## src/rtl/rv_ctrl_pkg.sv

```systemverilog
// Shared encodings for the multicycle RV32I controller: FSM states, opcodes,
// ALU operations and the datapath select fields.
package rv_ctrl_pkg;

    typedef enum logic [3:0] {
        S_FETCH,
        S_DECODE,
        S_MEMADR,
        S_MEMREAD,
        S_MEMWB,
        S_MEMWRITE,
        S_EXECR,
        S_EXECI,
        S_ALUWB,
        S_BRANCH,
        S_JAL,
        S_JALR,
        S_JALRLINK,
        S_LUI,
        S_AUIPC,
        S_TRAP
    } state_t;

    typedef enum logic [1:0] {
        ALUOP_ADD,
        ALUOP_SUB,
        ALUOP_FUNCT
    } alu_op_t;

    localparam logic [6:0] OP_LOAD   = 7'b0000011;
    localparam logic [6:0] OP_STORE  = 7'b0100011;
    localparam logic [6:0] OP_R      = 7'b0110011;
    localparam logic [6:0] OP_I      = 7'b0010011;
    localparam logic [6:0] OP_BRANCH = 7'b1100011;
    localparam logic [6:0] OP_JAL    = 7'b1101111;
    localparam logic [6:0] OP_JALR   = 7'b1100111;
    localparam logic [6:0] OP_LUI    = 7'b0110111;
    localparam logic [6:0] OP_AUIPC  = 7'b0010111;

    localparam logic [3:0] ALU_ADD  = 4'd0;
    localparam logic [3:0] ALU_SUB  = 4'd1;
    localparam logic [3:0] ALU_AND  = 4'd2;
    localparam logic [3:0] ALU_OR   = 4'd3;
    localparam logic [3:0] ALU_XOR  = 4'd4;
    localparam logic [3:0] ALU_SLT  = 4'd5;
    localparam logic [3:0] ALU_SLTU = 4'd6;
    localparam logic [3:0] ALU_SLL  = 4'd7;
    localparam logic [3:0] ALU_SRL  = 4'd8;
    localparam logic [3:0] ALU_SRA  = 4'd9;

    localparam logic [2:0] IMM_I = 3'd0;
    localparam logic [2:0] IMM_S = 3'd1;
    localparam logic [2:0] IMM_B = 3'd2;
    localparam logic [2:0] IMM_J = 3'd3;
    localparam logic [2:0] IMM_U = 3'd4;

    localparam logic [1:0] RES_ALUOUT    = 2'b00;
    localparam logic [1:0] RES_MEMDATA   = 2'b01;
    localparam logic [1:0] RES_ALURESULT = 2'b10;

    localparam logic [1:0] SRCA_PC    = 2'b00;
    localparam logic [1:0] SRCA_OLDPC = 2'b01;
    localparam logic [1:0] SRCA_RS1   = 2'b10;
    localparam logic [1:0] SRCA_ZERO  = 2'b11;

    localparam logic [1:0] SRCB_RS2  = 2'b00;
    localparam logic [1:0] SRCB_IMM  = 2'b01;
    localparam logic [1:0] SRCB_FOUR = 2'b10;

endpackage

```

## src/rtl/mc_alu_decoder.sv

```systemverilog
// Combinational ALU control decode from the FSM's ALUOp request and the
// instruction's funct fields.
module mc_alu_decoder
    import rv_ctrl_pkg::*;
(
    input  alu_op_t    alu_op,
    input  logic [2:0] funct3,
    input  logic       op5,
    input  logic       funct7_5,
    output logic [3:0] alu_control
);

    // instr[30] selects SUB only for R-type; for addi it is immediate bits.
    always_comb begin
        alu_control = ALU_ADD;
        case (alu_op)
            ALUOP_ADD: alu_control = ALU_ADD;
            ALUOP_SUB: alu_control = ALU_SUB;
            ALUOP_FUNCT: begin
                case (funct3)
                    3'b000:  alu_control = (op5 && funct7_5) ? ALU_SUB : ALU_ADD;
                    3'b001:  alu_control = ALU_SLL;
                    3'b010:  alu_control = ALU_SLT;
                    3'b011:  alu_control = ALU_SLTU;
                    3'b100:  alu_control = ALU_XOR;
                    3'b101:  alu_control = funct7_5 ? ALU_SRA : ALU_SRL;
                    3'b110:  alu_control = ALU_OR;
                    default: alu_control = ALU_AND;
                endcase
            end
            default: alu_control = ALU_ADD;
        endcase
    end

endmodule

```

## src/rtl/mc_controller.sv

```systemverilog
// Multicycle RV32I control unit: Moore FSM sequencing a shared-memory,
// shared-ALU datapath, with memory wait states and illegal-opcode trapping.
module mc_controller
    import rv_ctrl_pkg::*;
#(
    parameter bit HAS_MEM_WAIT    = 1'b1,
    parameter bit TRAP_ON_ILLEGAL = 1'b1,
    parameter int ALUCTRL_W       = 4
) (
    input  logic                 clk,
    input  logic                 rst_n,
    input  logic [6:0]           opcode,
    input  logic [2:0]           funct3,
    input  logic                 funct7_5,
    input  logic                 zero,
    input  logic                 lt,
    input  logic                 ltu,
    input  logic                 mem_ready,
    output logic                 mem_req,
    output logic                 mem_write,
    output logic                 adr_src,
    output logic                 ir_write,
    output logic                 pc_write,
    output logic                 reg_write,
    output logic [1:0]           alu_src_a,
    output logic [1:0]           alu_src_b,
    output logic [2:0]           imm_src,
    output logic [1:0]           result_src,
    output logic [ALUCTRL_W-1:0] alu_control,
    output logic                 illegal
);

    state_t     state;
    state_t     state_next;
    alu_op_t    alu_op;
    logic [3:0] dec_alu;
    logic       ready;
    logic       branch_taken;
    logic       branch_bad;

    assign ready = HAS_MEM_WAIT ? mem_ready : 1'b1;

    always_ff @(posedge clk or negedge rst_n) begin
        if (!rst_n) begin
            state <= S_FETCH;
        end else begin
            state <= state_next;
        end
    end

    always_comb begin
        branch_taken = 1'b0;
        branch_bad   = 1'b0;
        case (funct3)
            3'b000:  branch_taken = zero;
            3'b001:  branch_taken = !zero;
            3'b100:  branch_taken = lt;
            3'b101:  branch_taken = !lt;
            3'b110:  branch_taken = ltu;
            3'b111:  branch_taken = !ltu;
            default: branch_bad   = 1'b1;
        endcase
    end

    // Everything is forced low while reset is held so an aborted access
    // can never leave a write enable asserted.
    always_comb begin
        state_next = state;
        mem_req    = 1'b0;
        mem_write  = 1'b0;
        adr_src    = 1'b0;
        ir_write   = 1'b0;
        pc_write   = 1'b0;
        reg_write  = 1'b0;
        alu_src_a  = SRCA_PC;
        alu_src_b  = SRCB_RS2;
        imm_src    = IMM_I;
        result_src = RES_ALUOUT;
        alu_op     = ALUOP_ADD;
        illegal    = 1'b0;
        if (rst_n) begin
            case (state)
                S_FETCH: begin
                    mem_req    = 1'b1;
                    alu_src_b  = SRCB_FOUR;
                    result_src = RES_ALURESULT;
                    if (ready) begin
                        ir_write   = 1'b1;
                        pc_write   = 1'b1;
                        state_next = S_DECODE;
                    end
                end
                S_DECODE: begin
                    // Speculative target into ALUOut; JAL needs the J immediate.
                    alu_src_a = SRCA_OLDPC;
                    alu_src_b = SRCB_IMM;
                    imm_src   = (opcode == OP_JAL) ? IMM_J : IMM_B;
                    case (opcode)
                        OP_LOAD, OP_STORE: state_next = S_MEMADR;
                        OP_R:              state_next = S_EXECR;
                        OP_I:              state_next = S_EXECI;
                        OP_BRANCH:         state_next = S_BRANCH;
                        OP_JAL:            state_next = S_JAL;
                        OP_JALR:           state_next = S_JALR;
                        OP_LUI:            state_next = S_LUI;
                        OP_AUIPC:          state_next = S_AUIPC;
                        default: begin
                            illegal    = 1'b1;
                            state_next = TRAP_ON_ILLEGAL ? S_TRAP : S_FETCH;
                        end
                    endcase
                end
                S_MEMADR: begin
                    alu_src_a  = SRCA_RS1;
                    alu_src_b  = SRCB_IMM;
                    imm_src    = (opcode == OP_STORE) ? IMM_S : IMM_I;
                    state_next = (opcode == OP_STORE) ? S_MEMWRITE : S_MEMREAD;
                end
                S_MEMREAD: begin
                    mem_req = 1'b1;
                    adr_src = 1'b1;
                    if (ready) begin
                        state_next = S_MEMWB;
                    end
                end
                S_MEMWRITE: begin
                    mem_req   = 1'b1;
                    mem_write = 1'b1;
                    adr_src   = 1'b1;
                    if (ready) begin
                        state_next = S_FETCH;
                    end
                end
                S_MEMWB: begin
                    reg_write  = 1'b1;
                    result_src = RES_MEMDATA;
                    state_next = S_FETCH;
                end
                S_EXECR: begin
                    alu_src_a  = SRCA_RS1;
                    alu_src_b  = SRCB_RS2;
                    alu_op     = ALUOP_FUNCT;
                    state_next = S_ALUWB;
                end
                S_EXECI: begin
                    alu_src_a  = SRCA_RS1;
                    alu_src_b  = SRCB_IMM;
                    imm_src    = IMM_I;
                    alu_op     = ALUOP_FUNCT;
                    state_next = S_ALUWB;
                end
                S_ALUWB: begin
                    reg_write  = 1'b1;
                    result_src = RES_ALUOUT;
                    state_next = S_FETCH;
                end
                S_BRANCH: begin
                    alu_src_a  = SRCA_RS1;
                    alu_src_b  = SRCB_RS2;
                    alu_op     = ALUOP_SUB;
                    result_src = RES_ALUOUT;
                    pc_write   = branch_taken;
                    illegal    = branch_bad;
                    state_next = S_FETCH;
                end
                S_JAL: begin
                    pc_write   = 1'b1;
                    result_src = RES_ALUOUT;
                    alu_src_a  = SRCA_OLDPC;
                    alu_src_b  = SRCB_FOUR;
                    state_next = S_ALUWB;
                end
                S_JALR: begin
                    // Target goes straight from the ALU; the link value needs
                    // its own ALU pass afterwards.
                    alu_src_a  = SRCA_RS1;
                    alu_src_b  = SRCB_IMM;
                    imm_src    = IMM_I;
                    pc_write   = 1'b1;
                    result_src = RES_ALURESULT;
                    state_next = S_JALRLINK;
                end
                S_JALRLINK: begin
                    alu_src_a  = SRCA_OLDPC;
                    alu_src_b  = SRCB_FOUR;
                    state_next = S_ALUWB;
                end
                S_LUI: begin
                    alu_src_a  = SRCA_ZERO;
                    alu_src_b  = SRCB_IMM;
                    imm_src    = IMM_U;
                    state_next = S_ALUWB;
                end
                S_AUIPC: begin
                    alu_src_a  = SRCA_OLDPC;
                    alu_src_b  = SRCB_IMM;
                    imm_src    = IMM_U;
                    state_next = S_ALUWB;
                end
                S_TRAP: begin
                    illegal    = TRAP_ON_ILLEGAL;
                    state_next = TRAP_ON_ILLEGAL ? S_TRAP : S_FETCH;
                end
                default: state_next = S_FETCH;
            endcase
        end
    end

    mc_alu_decoder u_alu_decoder (
        .alu_op      (alu_op),
        .funct3      (funct3),
        .op5         (opcode[5]),
        .funct7_5    (funct7_5),
        .alu_control (dec_alu)
    );

    assign alu_control = ALUCTRL_W'(dec_alu);

endmodule
```

## config.mk

```make
export PLATFORM = sky130hd
export DESIGN_NAME = mc_controller
export DESIGN_NICKNAME = d
export VERILOG_FILES = /design/src/rtl/rv_ctrl_pkg.sv /design/src/rtl/mc_alu_decoder.sv /design/src/rtl/mc_controller.sv
export SDC_FILE = /design/constraint.sdc
export NUM_CORES = 1
export LEC_CHECK = 0
export CORE_MARGIN = 3
export CORE_UTILIZATION = 40
export CTS_CLUSTER_SIZE = 30
export DETAILED_ROUTE_END_ITERATION = 8
export GPL_ROUTABILITY_DRIVEN = 0
export GPL_TIMING_DRIVEN = 0
export PLACE_DENSITY = 0.85
export SYNTH_ARGS = -nofsm -noshare
export SYNTH_HDL_FRONTEND = slang
export SYNTH_SLANG_ARGS = --single-unit
```

## constraint.sdc

```tcl
create_clock -name clk -period 3.3 [get_ports clk]
set_input_delay 0.66 -clock clk [delete_from_list [all_inputs] [get_ports clk]]
set_output_delay 0.66 -clock clk [all_outputs]
set_load 0.01 [all_outputs]
```

After elaboration in Yosys (flattened, before gate mapping)

Index checks and enable logic that the tools add are counted.

Flip-flop bits (word level): 4
Word-level logic and storage cells: 100

Equality and inequality tests: 36
Multiplexer cells: 40
Reduce and logical (&&, ||, !) cells: 23

Operators by type and width:

| kind                                          | number |
|---|---|
| one-hot mux 4 bit (9 select lines)            | 1 |
| == test 4 bit, second input constant          | 8 |
| one-hot mux 4 bit (8 select lines)            | 1 |
| one-hot mux 4 bit (7 select lines)            | 1 |
| == test 7 x 6 -> 1 bit, second input constant | 3 |
| == test 7 bit, second input constant          | 3 |
| two-way mux 1 bit                             | 19 |
| OR reduction 6 bit                            | 3 |
| == test 4 x 3 -> 1 bit, second input constant | 4 |
| == test 7 x 5 -> 1 bit, second input constant | 2 |
| OR reduction 2 bit                            | 7 |
| == test 3 bit, second input constant          | 4 |
| two-way mux 4 bit                             | 3 |
| one-hot mux 2 bit (2 select lines)            | 3 |
| one-hot mux 3 bit (3 select lines)            | 1 |
| OR reduction 3 bit                            | 3 |
| OR reduction 9 bit                            | 1 |
| == test 4 x 2 -> 1 bit, second input constant | 2 |
| two-way mux 2 bit                             | 4 |
| one-hot mux 4 bit (2 select lines)            | 1 |
| == test 7 x 2 -> 1 bit, second input constant | 1 |
| == test 3 x 2 -> 1 bit, second input constant | 2 |
| two-way mux 3 bit                             | 2 |
| != test 2 bit, second input constant          | 3 |
| 14 further kinds                              | 17 |

Logic depth before layout (Yosys ltp)

Gate-level depths: netlist of run 1.

Depth in word-level cells: 6
Depth in mapped cells: 8
Mapped depth without buffers: 7

Hierarchy

From an unflattened synthesis of run 1, not the netlist that was laid out.

Cells, all modules: 134
Area total of the unflattened synthesis: 939.7 um2

By module, submodules not included:

| module         | instances | cells an instance | area each (um2) |
|---|---|---|---|
| mc_controller  | 1         | 115               | 818.3 |
| mc_alu_decoder | 1         | 19                | 121.4 |

Worst setup path before layout of run 1

OpenSTA, ideal clock, no wires.

Path kind: register -> output
Start: reg state[3]
End: out alu_control[3]
Data arrival time: 1.885 ns
Required time: 2.640 ns
Setup slack: 0.755 ns
Stages on the path, launching flop included: 8
Buffers on the path: 2
Cells stage by stage: dfrtp_1 buf_2 buf_1 nand2_1 or2_2 ha_1 nand2b_1 nor3_1

Longest elaborated chain between the ends: 6

RTL lines:

| item                                                           | RTL line             | text |
|---|---|---|
| start: declaration                                             | mc_controller.sv:33  | `state_t state;` |
| start signal: assignment                                       | mc_controller.sv:47  | `state <= state_next;` |
| == test 4 x 3 -> 1 bit                                         | mc_controller.sv:82  | `case (state)` |
| OR reduction 2 bit (no source line)                            | --                   |  |
| one-hot mux 2 bit (2 select lines) (*)                         | mc_controller.sv:82  |  |
| two-way mux 2 bit (*)                                          | mc_controller.sv:81  | `if (rst_n) begin` |
| == test 2 bit / == test 2 x 1 -> 1 bit (equally long branches) | mc_alu_decoder.sv:16 | `case (alu_op)` |
| one-hot mux 4 bit (2 select lines) (*)                         | mc_alu_decoder.sv:16 |  |
| end: declaration                                               | mc_controller.sv:29  | `output logic [ALUCTRL_W-1:0] alu_control,` |

Mark *: on every way between the ends. The rest lies on a longest branch, timed or not.

Final worst setup path of run 1

Start: in opcode[0]
End: out illegal

Longest elaborated chain between the ends: 5

RTL lines:

| item                                        | RTL line            | text |
|---|---|---|
| start: declaration                          | mc_controller.sv:12 | `input logic [6:0] opcode,` |
| == test 7 bit, or another cell as far along | mc_controller.sv:98 | `case (opcode)` |
| OR reduction 9 bit (no source line) (*)     | --                  |  |
| two-way mux 1 bit (*)                       | mc_controller.sv:98 |  |
| one-hot mux 1 bit (3 select lines) (*)      | mc_controller.sv:82 |  |
| two-way mux 1 bit (*)                       | mc_controller.sv:81 |  |
| end: declaration                            | mc_controller.sv:30 | `output logic illegal` |

Marked as above.

==> results of run 1 <==
## worst paths after layout
| path | endpoint | cells after the start | start | slack [ns] |
|---|---|---|---|---|
| setup / recovery | illegal | 7 | opcode[0] | 0.08 |
| min in group clk | state[0] | 2 | state[1] | 0.72 |
| hold reg to reg | state[0] | 2 | state[1] | 0.72 |
| max in group asynchronous | state[0] | 1 | rst_n | 2.75 |
| setup reg to reg | state[2] | 5 | state[3] | 1.61 |
| hold / removal | state[1] | 1 | rst_n | 0.35 |
## area by class of cell
type	count	area (um2)	area share
Multi-Input combinational cell	117	815.8	0.5660
Timing Repair Buffer	39	394.1	0.2734
Sequential cell	4	100.1	0.06944
Buffer	11	55.05	0.03819
Tap cell	28	35.03	0.02431
Clock buffer	3	22.52	0.01563
Inverter	4	18.77	0.01302
## layout by cell type (no fill, tap or decap), types with 2 or more instances in the layout
cell,netlist,routed
sky130_fd_sc_hd__a221o_1,2,2
sky130_fd_sc_hd__buf_2,3,4
sky130_fd_sc_hd__mux2i_1,2,2
sky130_fd_sc_hd__nand2b_1,7,6
sky130_fd_sc_hd__and2_1,6,6
sky130_fd_sc_hd__nand3b_1,3,3
sky130_fd_sc_hd__clkbuf_1,5,5
sky130_fd_sc_hd__nand2_1,9,9
sky130_fd_sc_hd__o21ai_0,7,7
sky130_fd_sc_hd__clkdlybuf4s50_1,0,27
sky130_fd_sc_hd__xor2_1,5,5
sky130_fd_sc_hd__ha_1,2,2
sky130_fd_sc_hd__and3_1,7,7
sky130_fd_sc_hd__a21oi_1,6,6
sky130_fd_sc_hd__xnor2_1,2,2
sky130_fd_sc_hd__nor2b_1,4,3
sky130_fd_sc_hd__inv_1,4,3
sky130_fd_sc_hd__nor2_1,12,11
sky130_fd_sc_hd__nor3_1,7,7
sky130_fd_sc_hd__nor4b_1,2,2
sky130_fd_sc_hd__dlymetal6s2s_1,0,6
sky130_fd_sc_hd__buf_4,0,5
sky130_fd_sc_hd__nand3_1,3,3
sky130_fd_sc_hd__dfrtp_1,4,4
sky130_fd_sc_hd__or3_1,3,3
sky130_fd_sc_hd__and3b_1,2,2
sky130_fd_sc_hd__clkbuf_4,0,3
## critical path, delay by kind of cell
| family | cells | cell delay (ns) |
|---|---|---|
| AO/OA/AOI/OAI | 2 | 0.28 |
| buffers and inverters | 3 | 1.16 |
| AND/OR/NAND/NOR | 2 | 0.47 |
## stage by stage
step                hold slack [ns]    TNS, ns
finish                       0.3500          0
global route                 0.3640  -0.008275
CTS                          0.3421          0
detailed placement           0.7004     -1.070
global placement             0.6919    -0.8165
floorplan                    0.3644          0
## timing repair
action	4_1_cts	5_1_grt
setup buffers	0	5
gates resized for setup	6	11
hold buffers	0	0
pin swaps	0	2
setup endpoints to repair	6	4
## cells by family after synthesis
group	count (synthesis)	share of synthesized area
simple gates	75	0.4665
flops	4	0.1051
compound gates	31	0.2444
buf+inv	15	0.07226
fa+ha+maj	2	0.02628
xor+xnor	7	0.06439
mux	2	0.02103
## routing by layer
| layer | GRT usage | vias up | part of all wire |
|---|---|---|---|
| met1 | 0.2776 | 557 | 0.43 |
| met3 | 0.03270 | 4 | 0.061 |
| li1 | - | 582 | - |
| met2 | 0.3445 | 50 | 0.50 |
| met5 | 0 | - | 0 |
| met4 | 0.08714 | 0 | 0.0072 |
## power breakdown
group          total, mW  switching, mW  leakage [nW]  internal (mW)
Combinational      0.802          0.424         0.586          0.379
Clock             0.0649         0.0240        0.0138         0.0409
Sequential        0.0865         0.0124        0.0501         0.0741
==> reports/qor.tcl, run 1 <==
set qor(post_synth_inst_count) 136
set qor(yosys.cell_types.count) 50
set qor(die-height_um) 54.79
set qor(final_cell_count_no_fill) 206
set qor(crit_top_cell) {sky130_fd_sc_hd__clkdlybuf4s50_1}
set qor(viasPerCell) 5.791
set qor(cts-root-buf) {sky130_fd_sc_hd__clkbuf_4}
set qor(cp.arrival_ns) 2.56
set qor(ys_ff_latch) 4
set qor(drt_first_pass_iters) 4
set qor(worst-slew-pin-transition_ns) 0.4649
set qor(final_number_of_hold_violating_endpoints) 0
set qor(floorplan.core_area_mm2) 0.002233
set qor(cpPeakStageDelay_ns) 0.50
set qor(postRouteAntennaNets) 0
set qor(areaGrowthSynthToFinish_pct) 51.38
set qor(detail_route.wl_per_cell_um) 14.74
set qor(worstPathCellList) {clkdlybuf4s50_1 -> nor4bb_4 -> buf_4 -> nand2b_1 -> o211ai_2 -> a21boi_1 -> clkdlybuf4s50_1}
set qor(route.final.wire_length_um) 3036
set qor(most_numerous_cell_in_the_yosys_netlist) {sky130_fd_sc_hd__nor2_1}
set qor(design.portCount) 37
set qor(grt_overflow_total) 0
set qor(htree_num_levels) 1
set qor(cap_viol_max_count) 0
set qor(timing_max_transition_violations_final) 0
set qor(initial_core_util) 0.4263
set qor(numClockSinks) 4
set qor(synth_seq_area_share) 0.1051
set qor(cts-buffers-inserted) 3
set qor(drcViolationCount) 0
set qor(groute.usage.overall) 0.2129
set qor(p_total_uw) 953.8
set qor(detail_route.iter0.violations) 32
set qor(slew-limit-headroom) 0.6901
set qor(num-fill-cells) 208
set qor(rows) 17
set qor(post-synth-top-area-cell) {sky130_fd_sc_hd__dfrtp_1}
set qor(syn_warnings) 0
set qor(report.final.setup_viol) 0
set qor(via_count) 1193
set qor(post_synth_main_area_contributors) {sky130_fd_sc_hd__dfrtp_1 (11%), sky130_fd_sc_hd__nor2_1 (4.7%), sky130_fd_sc_hd__and3_1 (4.6%)}
set qor(final_util) 0.6454
set qor(die_w_um) 54.79
set qor(timing_worst_setup_path_type) {in2out}
set qor(max_freq_mhz) 310.7
set qor(clock_tree.buffer_depth) 2
set qor(grt_antenna_before_repair) 0
set qor(critPathRequiredTime_ns) 2.64
set qor(insertion_delay_of_the_later_clocked_pin_in_the_worst_skew_pair_ns) 0.25
set qor(dominantRegCellSynth) {sky130_fd_sc_hd__dfrtp_1}
set qor(synth.net_count) 155
set qor(regMostFlops) {state}
set qor(hp-class) {in2async}
set qor(placedInstanceArea_mm2) 0.001328
set qor(tritoncts) {done}
set qor(post_route_cells_drive_above_1_share) 0.1517
set qor(category_of_the_worst_setup_path_capture_point) {output port}
set qor(finalClockSkew_ns) 0.007777
set qor(dpl.cell_count) 198
set qor(global_route_wire_length_before_repair_um) 4698
set qor(post-route-cell-area_mm2) 0.001441
set qor(post-synth-top-area-fraction) 0.1051
set qor(static-leakage-power_nw) 0.6498
set qor(place_worst_setup_slack_ns) -0.3871
set qor(n_antenna_cell) 0
set qor(finalCritPeriodShare) 0.9753
set qor(timing.final.crit_period_ns) 3.219
set qor(power_density_mw_per_mm2) 661.7
set qor(post_synth.cell_area_avg_um2) 7.001
set qor(detailedPlacementHpwl_um) 2174
set qor(fp.dieArea_mm2) 0.003002
set qor(outcome) {finished clean}
set qor(clk_pin_slew_worst_paths_ns) 0.04
set qor(worstSetupStartpointType) {input pin}
set qor(power.ir.vdd_worst_mv) 0.3539
set qor(port-buffer-count) 34
set qor(fin_nets) 199
set qor(final_critical_path_setup_slack_ns) 0.08149
set qor(asyncSetResetFlopFracSynth) 1.000
set qor(synth.cells.most_frequent) {sky130_fd_sc_hd__nor2_1 (12), sky130_fd_sc_hd__nand2_1 (9)}
set qor(path_max_fanout) 3
set qor(synth.cell_area_um2) 952.2
set qor(timing.critical_path.slowest_stage_cell) {sky130_fd_sc_hd__clkdlybuf4s50_1}
set qor(synth_edf_count) 0
set qor(grt_start_max_net_pins) 11
set qor(largest_registers) {state: 4 flops}
set qor(max_ffs_per_register) 4
set qor(vias_in_the_first_global_route) 1105
Note: power is estimated with default switching activity, not from simulation.
==> inputs of run 2 (changes only) <==
--- a/config.mk
+++ b/config.mk
@@ -12,6 +12,7 @@
 export GPL_ROUTABILITY_DRIVEN = 0
 export GPL_TIMING_DRIVEN = 0
 export PLACE_DENSITY = 0.85
+export SLEW_MARGIN = 40
 export SYNTH_ARGS = -nofsm -noshare
 export SYNTH_HDL_FRONTEND = slang
 export SYNTH_SLANG_ARGS = --single-unit
==> results of run 2 <==
The final DEF is identical to that of run 1; final timing and power are the same.
==> inputs of run 3 (changes only) <==
--- a/config.mk
+++ b/config.mk
@@ -12,6 +12,7 @@
 export GPL_ROUTABILITY_DRIVEN = 0
 export GPL_TIMING_DRIVEN = 0
 export PLACE_DENSITY = 0.85
+export RECOVER_POWER = 50
 export SLEW_MARGIN = 40
 export SYNTH_ARGS = -nofsm -noshare
 export SYNTH_HDL_FRONTEND = slang
==> results of run 3 <==
The final DEF is identical to that of run 1; final timing and power are the same.
